`src/rtl/hazard_scoreboard_unit_if.sv`:
```
// Hazard-unit bundle: decode/EX/MEM/WB observation and long-op retire inputs, plus
// forwarding, stall/flush, scoreboard status and performance outputs.
interface hazard_scoreboard_unit_if #(
  parameter int REG_AW       = 5,
  parameter int MAX_LONG_OPS = 4,
  parameter int CNT_W        = 32
);
  localparam int LPW = $clog2(MAX_LONG_OPS + 1);

  logic              dec_valid;
  logic [REG_AW-1:0] dec_rs1_addr;
  logic [REG_AW-1:0] dec_rs2_addr;
  logic              dec_uses_rs1;
  logic              dec_uses_rs2;
  logic [REG_AW-1:0] dec_rd_addr;
  logic              dec_is_long;
  logic [REG_AW-1:0] ex_rs1_addr;
  logic [REG_AW-1:0] ex_rs2_addr;
  logic [REG_AW-1:0] ex_rd_addr;
  logic              ex_is_load;
  logic [REG_AW-1:0] mem_reg_write_addr;
  logic              mem_reg_write_signal;
  logic [REG_AW-1:0] wb_reg_write_addr;
  logic              wb_reg_write_signal;
  logic              long_done;
  logic [REG_AW-1:0] long_done_addr;
  logic              pc_select;
  logic [1:0]        forward_alu_a;
  logic [1:0]        forward_alu_b;
  logic              stall_pc;
  logic              stall_fetch_decode_pipeline;
  logic              flush_fetch_decode_pipeline;
  logic              flush_dec_ex_pipeline;
  logic [LPW-1:0]    long_pending;
  logic [CNT_W-1:0]  stall_cycle_count;
  logic              sb_error;

  modport master (
    output dec_valid, dec_rs1_addr, dec_rs2_addr, dec_uses_rs1, dec_uses_rs2,
           dec_rd_addr, dec_is_long, ex_rs1_addr, ex_rs2_addr, ex_rd_addr, ex_is_load,
           mem_reg_write_addr, mem_reg_write_signal, wb_reg_write_addr, wb_reg_write_signal,
           long_done, long_done_addr, pc_select,
    input  forward_alu_a, forward_alu_b, stall_pc, stall_fetch_decode_pipeline,
           flush_fetch_decode_pipeline, flush_dec_ex_pipeline, long_pending,
           stall_cycle_count, sb_error
  );

  modport slave (
    input  dec_valid, dec_rs1_addr, dec_rs2_addr, dec_uses_rs1, dec_uses_rs2,
           dec_rd_addr, dec_is_long, ex_rs1_addr, ex_rs2_addr, ex_rd_addr, ex_is_load,
           mem_reg_write_addr, mem_reg_write_signal, wb_reg_write_addr, wb_reg_write_signal,
           long_done, long_done_addr, pc_select,
    output forward_alu_a, forward_alu_b, stall_pc, stall_fetch_decode_pipeline,
           flush_fetch_decode_pipeline, flush_dec_ex_pipeline, long_pending,
           stall_cycle_count, sb_error
  );
endinterface

```
`src/rtl/hazard_scoreboard_unit.sv`:
```
// 5-stage pipeline hazard controller: MEM/WB forwarding, multi-cycle load-use stall,
// long-latency (MUL/DIV) register scoreboard, branch flush and saturating stall counter.
module hazard_scoreboard_unit #(
  parameter int REG_AW         = 5,
  parameter int LOAD_USE_STALL = 1,
  parameter int MAX_LONG_OPS   = 4,
  parameter int CNT_W          = 32
) (
  input  logic                     clk,
  input  logic                     rst_n,
  hazard_scoreboard_unit_if.slave  bus
);
  localparam int NREGS = 2 ** REG_AW;
  localparam int LPW   = $clog2(MAX_LONG_OPS + 1);
  localparam int LUW   = $clog2(LOAD_USE_STALL + 1);
  localparam logic [LPW-1:0] PEND_FULL = LPW'(MAX_LONG_OPS);
  localparam logic [LUW-1:0] LU_RELOAD = LUW'(LOAD_USE_STALL - 1);

  function automatic logic [1:0] fwd_sel(
    input logic [REG_AW-1:0] src,
    input logic [REG_AW-1:0] mem_addr,
    input logic              mem_wr,
    input logic [REG_AW-1:0] wb_addr,
    input logic              wb_wr
  );
    logic [1:0] sel;
    sel = 2'b00;
    if (mem_wr && (mem_addr == src) && (src != '0))
      sel = 2'b11;
    else if (wb_wr && (wb_addr == src) && (src != '0))
      sel = 2'b10;
    return sel;
  endfunction

  logic [NREGS-1:0] r_busy;
  logic [LPW-1:0]   r_long_pending;
  logic [LUW-1:0]   r_lu_cnt;
  logic [CNT_W-1:0] r_stall_cnt;
  logic             r_sb_error;

  logic [NREGS-1:0] w_busy_nxt;
  logic w_lu_hit, w_lu_stall, w_sb_stall, w_stall, w_stall_pc;
  logic w_full, w_issue, w_retire_ok, w_retire_bad;

  assign bus.forward_alu_a = fwd_sel(bus.ex_rs1_addr, bus.mem_reg_write_addr,
                                     bus.mem_reg_write_signal, bus.wb_reg_write_addr,
                                     bus.wb_reg_write_signal);
  assign bus.forward_alu_b = fwd_sel(bus.ex_rs2_addr, bus.mem_reg_write_addr,
                                     bus.mem_reg_write_signal, bus.wb_reg_write_addr,
                                     bus.wb_reg_write_signal);

  assign w_lu_hit = bus.ex_is_load && (bus.ex_rd_addr != '0) && bus.dec_valid &&
                    ((bus.dec_uses_rs1 && (bus.dec_rs1_addr == bus.ex_rd_addr)) ||
                     (bus.dec_uses_rs2 && (bus.dec_rs2_addr == bus.ex_rd_addr)));
  assign w_lu_stall = w_lu_hit || (r_lu_cnt != '0);

  // Busy bits are read registered only: a retire frees its consumer one cycle later.
  assign w_full     = (r_long_pending == PEND_FULL);
  assign w_sb_stall = bus.dec_valid &&
                      ((bus.dec_uses_rs1 && r_busy[bus.dec_rs1_addr]) ||
                       (bus.dec_uses_rs2 && r_busy[bus.dec_rs2_addr]) ||
                       (bus.dec_is_long && (r_busy[bus.dec_rd_addr] || w_full)));

  assign w_stall    = w_lu_stall || w_sb_stall;
  assign w_stall_pc = w_stall && !bus.pc_select;

  assign bus.stall_pc                    = w_stall_pc;
  assign bus.stall_fetch_decode_pipeline = w_stall_pc;
  assign bus.flush_fetch_decode_pipeline = bus.pc_select;
  assign bus.flush_dec_ex_pipeline       = w_stall || bus.pc_select;
  assign bus.long_pending                = r_long_pending;
  assign bus.stall_cycle_count           = r_stall_cnt;
  assign bus.sb_error                    = r_sb_error;

  assign w_issue      = bus.dec_valid && bus.dec_is_long && !w_stall && !bus.pc_select;
  assign w_retire_ok  = bus.long_done && (r_long_pending != '0) && r_busy[bus.long_done_addr];
  assign w_retire_bad = bus.long_done && !w_retire_ok;

  always_comb begin
    w_busy_nxt = r_busy;
    if (w_issue && (bus.dec_rd_addr != '0))
      w_busy_nxt[bus.dec_rd_addr] = 1'b1;
    if (w_retire_ok)
      w_busy_nxt[bus.long_done_addr] = 1'b0;
  end

  always_ff @(posedge clk or negedge rst_n) begin
    if (!rst_n) begin
      r_busy         <= '0;
      r_long_pending <= '0;
    end else begin
      r_busy <= w_busy_nxt;
      if (w_issue && !w_retire_ok)
        r_long_pending <= r_long_pending + LPW'(1);
      else if (w_retire_ok && !w_issue)
        r_long_pending <= r_long_pending - LPW'(1);
    end
  end

  // A redirect kills the stalled consumer, so any remaining load-use bubbles are moot.
  always_ff @(posedge clk or negedge rst_n) begin
    if (!rst_n)
      r_lu_cnt <= '0;
    else if (bus.pc_select)
      r_lu_cnt <= '0;
    else if (w_lu_hit)
      r_lu_cnt <= LU_RELOAD;
    else if (r_lu_cnt != '0)
      r_lu_cnt <= r_lu_cnt - LUW'(1);
  end

  always_ff @(posedge clk or negedge rst_n) begin
    if (!rst_n) begin
      r_stall_cnt <= '0;
      r_sb_error  <= 1'b0;
    end else begin
      if (w_stall_pc && (r_stall_cnt != '1))
        r_stall_cnt <= r_stall_cnt + CNT_W'(1);
      if (w_retire_bad)
        r_sb_error <= 1'b1;
    end
  end
endmodule
```
`src/flat_wrapper.sv`:
```
// flat-port wrapper written by rule: the top's interface ports become plain ports
module hazard_scoreboard_unit_flat 
#(
  parameter int REG_AW         = 5,
  parameter int LOAD_USE_STALL = 1,
  parameter int MAX_LONG_OPS   = 4,
  parameter int CNT_W          = 32
)
  (clk, rst_n, bus_dec_valid, bus_dec_rs1_addr, bus_dec_rs2_addr, bus_dec_uses_rs1, bus_dec_uses_rs2, bus_dec_rd_addr, bus_dec_is_long, bus_ex_rs1_addr, bus_ex_rs2_addr, bus_ex_rd_addr, bus_ex_is_load, bus_mem_reg_write_addr, bus_mem_reg_write_signal, bus_wb_reg_write_addr, bus_wb_reg_write_signal, bus_long_done, bus_long_done_addr, bus_pc_select, bus_forward_alu_a, bus_forward_alu_b, bus_stall_pc, bus_stall_fetch_decode_pipeline, bus_flush_fetch_decode_pipeline, bus_flush_dec_ex_pipeline, bus_long_pending, bus_stall_cycle_count, bus_sb_error);
  hazard_scoreboard_unit_if #(.REG_AW(REG_AW), .MAX_LONG_OPS(MAX_LONG_OPS), .CNT_W(CNT_W)) bus_i ();
  input  logic clk;
  input  logic rst_n;
  input wire logic [$bits(bus_i.dec_valid)-1:0] bus_dec_valid;
  input wire logic [$bits(bus_i.dec_rs1_addr)-1:0] bus_dec_rs1_addr;
  input wire logic [$bits(bus_i.dec_rs2_addr)-1:0] bus_dec_rs2_addr;
  input wire logic [$bits(bus_i.dec_uses_rs1)-1:0] bus_dec_uses_rs1;
  input wire logic [$bits(bus_i.dec_uses_rs2)-1:0] bus_dec_uses_rs2;
  input wire logic [$bits(bus_i.dec_rd_addr)-1:0] bus_dec_rd_addr;
  input wire logic [$bits(bus_i.dec_is_long)-1:0] bus_dec_is_long;
  input wire logic [$bits(bus_i.ex_rs1_addr)-1:0] bus_ex_rs1_addr;
  input wire logic [$bits(bus_i.ex_rs2_addr)-1:0] bus_ex_rs2_addr;
  input wire logic [$bits(bus_i.ex_rd_addr)-1:0] bus_ex_rd_addr;
  input wire logic [$bits(bus_i.ex_is_load)-1:0] bus_ex_is_load;
  input wire logic [$bits(bus_i.mem_reg_write_addr)-1:0] bus_mem_reg_write_addr;
  input wire logic [$bits(bus_i.mem_reg_write_signal)-1:0] bus_mem_reg_write_signal;
  input wire logic [$bits(bus_i.wb_reg_write_addr)-1:0] bus_wb_reg_write_addr;
  input wire logic [$bits(bus_i.wb_reg_write_signal)-1:0] bus_wb_reg_write_signal;
  input wire logic [$bits(bus_i.long_done)-1:0] bus_long_done;
  input wire logic [$bits(bus_i.long_done_addr)-1:0] bus_long_done_addr;
  input wire logic [$bits(bus_i.pc_select)-1:0] bus_pc_select;
  output wire logic [$bits(bus_i.forward_alu_a)-1:0] bus_forward_alu_a;
  output wire logic [$bits(bus_i.forward_alu_b)-1:0] bus_forward_alu_b;
  output wire logic [$bits(bus_i.stall_pc)-1:0] bus_stall_pc;
  output wire logic [$bits(bus_i.stall_fetch_decode_pipeline)-1:0] bus_stall_fetch_decode_pipeline;
  output wire logic [$bits(bus_i.flush_fetch_decode_pipeline)-1:0] bus_flush_fetch_decode_pipeline;
  output wire logic [$bits(bus_i.flush_dec_ex_pipeline)-1:0] bus_flush_dec_ex_pipeline;
  output wire logic [$bits(bus_i.long_pending)-1:0] bus_long_pending;
  output wire logic [$bits(bus_i.stall_cycle_count)-1:0] bus_stall_cycle_count;
  output wire logic [$bits(bus_i.sb_error)-1:0] bus_sb_error;
  assign bus_i.dec_valid = bus_dec_valid;
  assign bus_i.dec_rs1_addr = bus_dec_rs1_addr;
  assign bus_i.dec_rs2_addr = bus_dec_rs2_addr;
  assign bus_i.dec_uses_rs1 = bus_dec_uses_rs1;
  assign bus_i.dec_uses_rs2 = bus_dec_uses_rs2;
  assign bus_i.dec_rd_addr = bus_dec_rd_addr;
  assign bus_i.dec_is_long = bus_dec_is_long;
  assign bus_i.ex_rs1_addr = bus_ex_rs1_addr;
  assign bus_i.ex_rs2_addr = bus_ex_rs2_addr;
  assign bus_i.ex_rd_addr = bus_ex_rd_addr;
  assign bus_i.ex_is_load = bus_ex_is_load;
  assign bus_i.mem_reg_write_addr = bus_mem_reg_write_addr;
  assign bus_i.mem_reg_write_signal = bus_mem_reg_write_signal;
  assign bus_i.wb_reg_write_addr = bus_wb_reg_write_addr;
  assign bus_i.wb_reg_write_signal = bus_wb_reg_write_signal;
  assign bus_i.long_done = bus_long_done;
  assign bus_i.long_done_addr = bus_long_done_addr;
  assign bus_i.pc_select = bus_pc_select;
  assign bus_forward_alu_a = bus_i.forward_alu_a;
  assign bus_forward_alu_b = bus_i.forward_alu_b;
  assign bus_stall_pc = bus_i.stall_pc;
  assign bus_stall_fetch_decode_pipeline = bus_i.stall_fetch_decode_pipeline;
  assign bus_flush_fetch_decode_pipeline = bus_i.flush_fetch_decode_pipeline;
  assign bus_flush_dec_ex_pipeline = bus_i.flush_dec_ex_pipeline;
  assign bus_long_pending = bus_i.long_pending;
  assign bus_stall_cycle_count = bus_i.stall_cycle_count;
  assign bus_sb_error = bus_i.sb_error;
  hazard_scoreboard_unit #(.REG_AW(REG_AW), .LOAD_USE_STALL(LOAD_USE_STALL), .MAX_LONG_OPS(MAX_LONG_OPS), .CNT_W(CNT_W)) u_core (.clk(clk), .rst_n(rst_n), .bus(bus_i));
endmodule
```
`config.mk`:
```
export PLATFORM = sky130hd
export DESIGN_NAME = hazard_scoreboard_unit_flat
export DESIGN_NICKNAME = d
export VERILOG_FILES = /design/src/rtl/hazard_scoreboard_unit_if.sv /design/src/rtl/hazard_scoreboard_unit.sv /design/src/flat_wrapper.sv
export SDC_FILE = /design/constraint.sdc
export NUM_CORES = 1
export LEC_CHECK = 0
export ABC_CLOCK_PERIOD_IN_PS = 3900
export BUFFER_PORTS_ARGS = -buffer_cell sky130_fd_sc_hd__buf_2
export CAP_MARGIN = 20
export CORE_MARGIN = 5
export CORE_UTILIZATION = 40
export DETAILED_ROUTE_END_ITERATION = 8
export MAX_ROUTING_LAYER = met4
export PLACE_DENSITY = 0.66
export SYNTH_ARGS = -nofsm -noshare
export SYNTH_HDL_FRONTEND = slang
export SYNTH_SLANG_ARGS = --single-unit
```
`constraint.sdc`:
```
create_clock -name clk -period 3.9 [get_ports clk]
set_input_delay 0.78 -clock clk [delete_from_list [all_inputs] [get_ports clk]]
set_output_delay 0.78 -clock clk [all_outputs]
set_load 0.1 [all_outputs]
```
=== After elaboration in Yosys (flattened, before gate mapping) ===
Cells that the tools add are included.

* Muxes and demuxes: 23
* Bitwise logic cells: 3
* Reduce and logical (&&, ||, !) cells: 47
* Equality and inequality tests: 8
* Add/subtract/negate cells: 4
* $lt $le $gt $ge: 6

{| class="wikitable"
|+ Operators by type and width
! kind !! count
|-
| 32-bit two-way mux || 2
|-
| 32-bit by 1-bit adder with 32-bit output (second input constant) || 1
|-
| 32-bit bitwise AND || 1
|-
| 32-bit inequality test (second input constant) || 1
|-
| 32-bit NOT || 1
|-
| 32-bit OR || 1
|-
| 5-bit == test || 6
|-
| 1-bit logical AND || 30
|-
| 5-bit by 6-bit < comparator with 1-bit output (second input constant) || 4
|-
| 1-bit binary-select mux with 5-bit select || 4
|-
| 5-bit nonzero test || 4
|-
| 1-bit demux with 5-bit select || 2
|-
| 5-bit by 1-bit >= comparator with 1-bit output (second input constant) || 2
|-
| 1-bit two-way mux || 9
|-
| 2-bit two-way mux || 4
|-
| 1-bit logical OR || 7
|-
| 3-bit two-way mux || 2
|-
| 1-bit logical NOT || 4
|-
| 3-bit by 1-bit adder with 3-bit output (second input constant) || 1
|-
| 3-bit == test (second input constant) || 1
|-
| 3-bit nonzero test || 1
|-
| 3-bit by 1-bit subtractor with 3-bit output (second input constant) || 1
|-
| 2-bit nonzero test || 1
|-
| 1-bit subtractor (second input constant) || 1
|}

* Bits of input ports: 56
* Register bits after elaboration: 69
* Output and inout port bits: 44

=== Logic depth before layout (Yosys ltp) ===
Gate-level depths: netlist of the first run.

* Depth in word-level cells: 14
* Gate-level depth with buffers: 14

=== Worst setup path before layout of the first run ===
OpenSTA, ideal clock, no wires.

* Path kind: input port to output port
* Start: input bus_mem_reg_write_addr[0]
* End: output bus_forward_alu_a[1]
* Slack: -1.540 ns
* Stages on the path: 4
* Path buffers: 0
* Data arrival time: 4.660 ns
* Cell sequence: xnor2_1 -> nand4_1 -> nor4_1 -> a31o_2

* Cells in the longest elaborated chain, start to end: 4

{| class="wikitable"
|+ Ends and longest elaborated chain
! item !! line !! RTL
|-
| start, declared || flat_wrapper.sv:24 || <nowiki>input wire logic [$bits(bus_i.mem_reg_write_addr)-1:0] bus_mem_reg_write_addr;</nowiki>
|-
| 5-bit == test || hazard_scoreboard_unit.sv:28 || <nowiki>if (mem_wr && (mem_addr == src) && (src != '0))</nowiki>
|-
| 1-bit logical AND (2 in a row) || hazard_scoreboard_unit.sv:28 ||
|-
| 2-bit two-way mux || hazard_scoreboard_unit.sv:28 ||
|-
| end, declared || flat_wrapper.sv:31 || <nowiki>output wire logic [$bits(bus_i.forward_alu_a)-1:0] bus_forward_alu_a;</nowiki>
|}

Every way passes these cells.

=== Final worst setup path of the first run ===
* Start: input bus_dec_rs2_addr[0]
* End: output bus_flush_dec_ex_pipeline

* Cells in the longest elaborated chain, start to end: 8
* Elaborated cells between the ends (all ways): 13
* Classes of those cells: eq/ne: 1; mux: 2; reduce/logical: 10

{| class="wikitable"
|+ Ends and longest elaborated chain
! item !! line !! RTL
|-
| start, declared || flat_wrapper.sv:15 || <nowiki>input wire logic [$bits(bus_i.dec_rs2_addr)-1:0] bus_dec_rs2_addr;</nowiki>
|-
| 1-bit binary-select mux with 5-bit select || hazard_scoreboard_unit.sv:61 || <nowiki>(bus.dec_uses_rs2 && r_busy[bus.dec_rs2_addr]) ||</nowiki>
|-
| 1-bit two-way mux (implied by the code) || hazard_scoreboard_unit.sv:61 ||
|-
| 1-bit logical AND || hazard_scoreboard_unit.sv:61 ||
|-
| 1-bit logical OR || hazard_scoreboard_unit.sv:60 || <nowiki>((bus.dec_uses_rs1 && r_busy[bus.dec_rs1_addr]) ||</nowiki>
|-
| 1-bit logical OR || hazard_scoreboard_unit.sv:61 ||
|-
| 1-bit logical AND || hazard_scoreboard_unit.sv:59 || <nowiki>assign w_sb_stall = bus.dec_valid &&</nowiki>
|-
| 1-bit logical OR (*) || hazard_scoreboard_unit.sv:64 || <nowiki>assign w_stall = w_lu_stall || w_sb_stall;</nowiki>
|-
| 1-bit logical OR (*) || hazard_scoreboard_unit.sv:70 || <nowiki>assign bus.flush_dec_ex_pipeline = w_stall || bus.pc_select;</nowiki>
|-
| end, declared || flat_wrapper.sv:36 || <nowiki>output wire logic [$bits(bus_i.flush_dec_ex_pipeline)-1:0] bus_flush_dec_ex_pipeline;</nowiki>
|}

Mark *: on every way between the ends. The rest lies on a longest branch, timed or not. The select of a mux whose other input is x is not followed.

==> key figures, run 1 <==
Status
  • Status: finished, final reports clean

Logic synthesis
  • Commonest register cell after synthesis: dfrtp_1
  • Most instantiated cells after synthesis: dfrtp_1, xnor2_1, nor2_1
  • Share of the synthesized area in the top cell type: 35.0%
  • Synth Net Count: 533
  • Post-synthesis sequential area ratio: 35.0%
  • Syn Inst Count: 474
  • Fraction of registers with async set/reset: 100%
  • Library cells used by synthesis: 53
  • Post-Syn Area: 4870 um2
  • Register bit total from synthesis: 68
  • Synth warn: 0
  • Largest area contributor in the netlist: dfrtp_1
  • Synth area leaders: dfrtp_1, mux4_2, xnor2_1
  • Avg Cell Area, Syn: 10.3 um2
  • Cell with the most instances after synthesis: dfrtp_1
  • Number of synthesized flops with an enable pin: 0

Drt
  • DRT iter0 DRCs: 326
  • Total Wirelength: 13,800 um
  • Vias/cell: 5.89
  • Residual DRC: 0
  • Final ANT Viol Nets: 0
  • Drt first pass iters: 5
  • Vias: 4,266
  • Routed wire length per instance: 19.0 um

STA
  • Final slew viol count: 0
  • Slew @ Worst Pin: 891 ps
  • Slack of the critical path: 107 ps
  • Final clock skew: 11.1 ps
  • Final period utilization: 97.2%
  • Setup TNS: 0 ps
  • Final min period: 3790 ps
  • Setup Viol. Count Final: 0
  • Highest clock rate: 264 MHz
  • Hold Fails Final Rpt: 0
  • Hold Slack: 344 ps
  • Max_slew headroom: 40.5%
  • RSZ-0062 raised after global routing: no

Clock network
  • Post-cts resize count: 0
  • Clk Tree Root Cell: clkbuf_16
  • Clock transition at path regs: 60 ps
  • H-tree depth: 3
  • Setup bufs post-CTS: 0
  • Num CTS Buffers: 9
  • Clock sinks: 68
  • Clock buffer depth: 2
  • Clock Latency Late Sink: 340 ps
  • TritonCTS clock tree: built
  • Post-CTS Hold Fix Bufs: 0

Floorplanning
  • Chip height: 120 um
  • Io pins: 100
  • Core area: 12,000 um2
  • Die W: 120 um
  • Site row count: 40
  • Initial core utilization: 40.7%
  • Die area: 14,500 um2

Global route
  • Initial antenna violation count: 2
  • Pin count of the biggest net entering global routing: 37
  • Total GRT Usage: 20.2%
  • Via count of the first global-routing pass: 4,256
  • Grt ovf: 0
  • First-pass GRT wire length: 22,600 um

Pwr
  • Max VDD drop: 0.401 mV
  • Static Leak: 2.55 nW
  • Flop pwr share: 35.2%
  • Int Pwr: 1.46 mW
  • Pwr dens: 395 nW/um2
  • Comb power frac: 29.1%
  • Switching Share: 37.2%
  • Clock power share: 35.7%
  • Total power: 2.32 mW
  • Net switching power: 0.864 mW

Worst setup path
  • Top cell by count, worst path: buf_2
  • Worst reg-to-reg setup slack: 880 ps
  • Crit-path leading delay family: compound AO/OA/AOI/OAI gates
  • Crit path kind: primary input to output pin
  • Crit Reg-Reg Endpoint: u_core.r_busy[3]$_DFF_PN0_
  • CP Data Required Time: 3120 ps
  • Critical R2R Launch: u_core.r_busy[2]$_DFF_PN0_
  • Worst R2R Path Depth: 8
  • Slowest CP cell: mux4_2
  • Crit path capture: bus_flush_dec_ex_pipeline
  • Critical Path Stages: 8
  • Arrival @ worst endpoint: 3010 ps
  • WP buf/inv: 2
  • Crit end category: output pin
  • Cell Chain, Critical Path: buf_2 > mux4_2 > mux2i_1 > o221ai_1 > a221o_1 > or3_1 > a21o_1 > buf_2
  • Crit path max fanout: 6
  • CP startpoint kind: primary input
  • CP Launch Point: bus_dec_rs2_addr[0]
  • Max incr delay on CP: 520 ps

Placement
  • DP HPWL: 10,700 um
  • Setup WS pre-CTS: 110 ps
  • Final GP Congestion: 0.965
  • IO Port Bufs: 99

Finish
  • Area growth syn-to-layout: 20.9%
  • Register area: 1700 um2
  • Area occupied by multi-input gates: 2930 um2
  • Fill count: 1,095
  • Layout cells sized above 1: 31.1%
  • Util after Layout: 49.2%
  • Layout Nets: 629

Flow run
  • Max-cap violations: 0

Hold path
  • Worst min path class: primary input to async pin
-- worst min path at each step --
stage               cells past startpoint  slack [ps]                                           end                       startpoint
floorplan                               0         480        u_core.bus.long_pending[0]$_DFFE_PN0P_                            rst_n
global placement                        1         440               u_core.bus.sb_error$_DFFE_PN0P_  u_core.bus.sb_error$_DFFE_PN0P_
detailed placement                      1         440               u_core.bus.sb_error$_DFFE_PN0P_  u_core.bus.sb_error$_DFFE_PN0P_
CTS                                     1         350   u_core.bus.stall_cycle_count[8]$_DFFE_PN0P_                            rst_n
global route                            1         370  u_core.bus.stall_cycle_count[30]$_DFFE_PN0P_                            rst_n
finish                                  1         340   u_core.bus.stall_cycle_count[8]$_DFFE_PN0P_                            rst_n
-- metal layers --
metal	share of wire (%)	vias up	GRT usage, %
met2	49	185	32.5
met5	0	-	-
met4	1.6	0	6.44
met3	7.4	17	3.55
met1	42	2096	26.3
li1	-	1968	-
-- state kept, by name, summed over array words and instances, names as in the netlist --
signal and flops:
u_core.bus.long_pending 3, u_core.r_busy 32, u_core.bus.stall_cycle_count 32, u_core.bus.sb_error 1
-- power by group through the flow --
stage	sequential, mW	combinational, mW	clock (mW)
after floorplan	1.07	0.257	0
after global placement	0.827	0.667	0
after detailed placement	0.827	0.680	0
after CTS	0.816	0.681	0.853
after global routing	0.826	0.717	0.885
final	0.816	0.676	0.829
-- cell type report --
class,count,share of cell area [%]
clock inverter,6,1.23
multi-input combinational,348,49.9
inverter,29,1.85
timing repair buffer,114,10.8
antenna,2,0.0851
sequential,68,28.9
tap,147,3.13
clock buffer,10,4.06
-- layout by cell type, fill, tap and decap left out, drive strengths merged, types with 2 or more instances in the layout --
master   synthesis  routed
o221ai           2       2
o22ai            2       2
a21boi           2       2
or4              3       3
a2bb2oi          6       6
a21o             2       2
and4             4       4
and2             3       3
buf             17     114
inv             29      30
nor3b            3       3
mux2i            5       5
a31o             2       2
mux4            29      29
and3            26      26
dfrtp           68      68
nor2            48      48
o21ai            2       2
nand4           24      24
nand3b           5       5
nand3           24      24
a221oi          26      26
clkinv           0       3
diode            0       2
ha               2       2
xor2             8       8
nand2           15      15
nor2b            5       5
a222oi           2       2
clkbuf          12      10
xnor2           56      56
nor3             8       8
mux2            14      14
nand2b           4       4
nor4             2       2
-- metrics by stage --
step	instances	instance area, um2
after global placement	706	5570
after floorplan	474	4900
after global routing	724	5880
after detailed placement	706	5570
after CTS	722	5880
final	724	5880
-- logic make-up after synthesis --
logic type,share of synthesized area (%)
compound gates,9.43
flops,35.0
fa+ha+maj,0.925
mux,17.7
buf+inv,5.37
simple gates,20.1
xor+xnor,11.5
Note: power is estimated with default switching activity, not from simulation.
==> inputs of run 2 (changes only) <==
CORE_UTILIZATION = 56   (was 40)
PLACE_DENSITY = 0.86   (was 0.66)
==> run 2 against run 1 <==
Effect of this change:
- sequential share of layout area up 0.73 points
- combinational power about the same
- sequential cell count unchanged
- register-to-register slack worse by 70 ps
- critical path type unchanged
- non-clock buffer count unchanged
- hold slack better by 3.8 ps
==> key figures, run 2 (synthesized netlist as in run 1, its figures left out) <==
Finish
  • Commonest non-fill, non-tap cells in the layout: buf_2, dfrtp_1, xnor2_1 (unchanged)
  • Ant. Diodes: 0 (was 2)
  • Layout Nets: 629 (unchanged)
  • Layout cells sized above 1: 31.5% (was 31.1%)
  • Most common cell after layout, fill and taps aside: buf_2 (unchanged)
  • Final Cell Area: 5740 um2 (was 5880 um2)
  • Area growth syn-to-layout: 17.9% (was 20.9%)

STA
  • RSZ-0062 raised after global routing: no (unchanged)
  • Setup TNS: 0 ps (unchanged)
  • Setup Viol. Count Final: 0 (unchanged)
  • Max_slew headroom: 42.9% (was 40.5%)
  • Slew @ Worst Pin: 854 ps (was 891 ps)
  • Final min period: 3780 ps (was 3790 ps)
  • Highest clock rate: 265 MHz (was 264 MHz)
  • Final slew viol count: 0 (unchanged)
  • Hold Fails Final Rpt: 0 (unchanged)
  • Slack of the critical path: 120 ps (was 107 ps)
  • Final period utilization: 96.9% (was 97.2%)
  • Final clock skew: 15.6 ps (was 11.1 ps)

Worst setup path
  • Max incr delay on CP: 500 ps (was 520 ps)
  • Arrival @ worst endpoint: 3000 ps (was 3010 ps)
  • Crit path kind: primary input to output pin (unchanged)
  • Critical R2R Launch: u_core.r_busy[23]$_DFF_PN0_ (was u_core.r_busy[2]$_DFF_PN0_)
  • Crit Reg-Reg Endpoint: u_core.r_busy[15]$_DFF_PN0_ (was u_core.r_busy[3]$_DFF_PN0_)
  • Worst R2R Path Depth: 8 (unchanged)
  • Cell Chain, Critical Path: clkbuf_4 > mux4_2 > nor2b_1 > a2111oi_2 > and4b_2 > or3_1 > a21o_1 > buf_4 (was buf_2 > mux4_2 > mux2i_1 > o221ai_1 > a221o_1 > or3_1 > a21o_1 > buf_2)
  • Crit end category: output pin (unchanged)
  • CP startpoint kind: primary input (unchanged)
  • Worst reg-to-reg setup slack: 810 ps (was 880 ps)
  • Crit path max fanout: 7 (was 6)
  • CP Data Required Time: 3120 ps (about the same)
  • Slowest CP cell: mux4_2 (unchanged)

Floorplanning
  • Core area: 8590 um2 (was 12,000 um2)
  • Io pins: 100 (unchanged)
  • Initial core utilization: 56.6% (was 40.7%)
  • Die W: 103 um (was 120 um)
  • Chip height: 103 um (was 120 um)
  • Die area: 10,700 um2 (was 14,500 um2)
  • Site row count: 34 (was 40)

Drt
  • Vias: 4,447 (was 4,266)
  • Final ANT Viol Nets: 0 (unchanged)
  • Routed wire length per instance: 20.6 um (was 19.0 um)
  • Drt first pass iters: 5 (unchanged)
  • Vias/cell: 6.51 (was 5.89)
  • Total Wirelength: 14,100 um (was 13,800 um)
  • Residual DRC: 0 (unchanged)
  • DRT iter0 DRCs: 336 (was 326)

Pwr
  • Max VDD drop: 0.419 mV (was 0.401 mV)
  • Static Leak: 2.50 nW (was 2.55 nW)
  • Pwr dens: 367 nW/um2 (was 395 nW/um2)
  • Total power: 2.10 mW (was 2.32 mW)

Clock network
  • TritonCTS clock tree: built (unchanged)
  • Clock transition at path regs: 90 ps (was 60 ps)
  • Num CTS Buffers: 9 (unchanged)
  • Clock sinks: 68 (unchanged)
  • Clock Latency Late Sink: 350 ps (was 340 ps)
  • H-tree depth: 3 (unchanged)
  • Clock buffer depth: 2 (unchanged)
  • Clk Tree Root Cell: clkbuf_8 (was clkbuf_16)
  • Post-CTS Hold Fix Bufs: 0 (unchanged)

Flow run
  • Max-cap violations: 0 (unchanged)

Placement
  • Final GP Congestion: 1.01 (was 0.965)
  • IO Port Bufs: 99 (unchanged)
  • DP HPWL: 10,500 um (was 10,700 um)
  • Setup WS pre-CTS: 52.4 ps (was 110 ps)
  • Placement Cell Area: 5520 um2 (was 5570 um2)

Global route
  • Via count of the first global-routing pass: 4,495 (was 4,256)
  • First-pass GRT wire length: 22,600 um (about the same)
  • Initial antenna violation count: 0 (was 2)
  • Grt ovf: 0 (unchanged)
  • Total GRT Usage: 28.3% (was 20.2%)
  • Pin count of the biggest net entering global routing: 52 (was 37)

Status
  • Status: finished, final reports clean (unchanged)

Hold path
  • Worst min path class: primary input to async pin (unchanged)
==> run 2: layout make-up <==
type,instances,area [um2]
Timing Repair Buffer,114,646
Clock inverter,7,82.6
Sequential cell,68,1700
Multi-Input combinational cell,348,2940
Inverter,29,109
Clock buffer,9,124
Fill cell,682,2850
Tap cell,108,135
==> run 2: worst max path at each step <==
stage	endpoint	depth (start not counted)	from	slack (ps)
finish	bus_flush_dec_ex_pipeline	8	bus_dec_rs1_addr[0]	120
global route	bus_flush_dec_ex_pipeline	8	bus_dec_rs1_addr[0]	10
CTS	bus_flush_dec_ex_pipeline	8	bus_dec_rs2_addr[1]	40
detailed placement	bus_flush_dec_ex_pipeline	8	bus_dec_rs2_addr[1]	50
global placement	bus_flush_dec_ex_pipeline	8	bus_dec_rs1_addr[0]	80
floorplan	bus_stall_pc	8	bus_dec_rs1_addr[0]	170
==> run 2: critical path: cells and delay by family <==
family                 cells  cell delay [ps]
AOI/OAI and AO/OA          2              510
buffers and inverters      2              400
muxes                      1              500
and+or+nand+nor            3              820
==> run 2: repair_timing <==
item / CTS / global route
resized for setup: 0 / 7
setup buffers: 0 / 0
endpoints found under the setup margin: 0 / 3
==> run 2: stage by stage <==
step                      hold slack (ps)  instances  util, %
after global routing                  355        683     66.8
after CTS                             338        683     66.6
final                                 348        683     66.8
after detailed placement              440        667     64.2
after global placement                435        667     64.2
after floorplan                       484        474        -
==> run 2: per-layer routing <==
layer | GRT usage, % | up-vias | wire, um
li1 | - | 1961 | -
met1 | 35.2 | 2162 | 5350
met2 | 44.4 | 264 | 6990
met3 | 6.17 | 60 | 1190
met4 | 13.3 | 0 | 563
met5 | - | - | 0
==> run 2: where the power goes <==
| part | leakage [nW] | total [mW] | internal [mW] | switching [mW] |
|---|---|---|---|---|
| clock network | 0.0984 | 0.612 | 0.305 | 0.307 |
| logic | 1.48 | 0.676 | 0.190 | 0.486 |
| registers | 0.924 | 0.817 | 0.751 | 0.0659 |
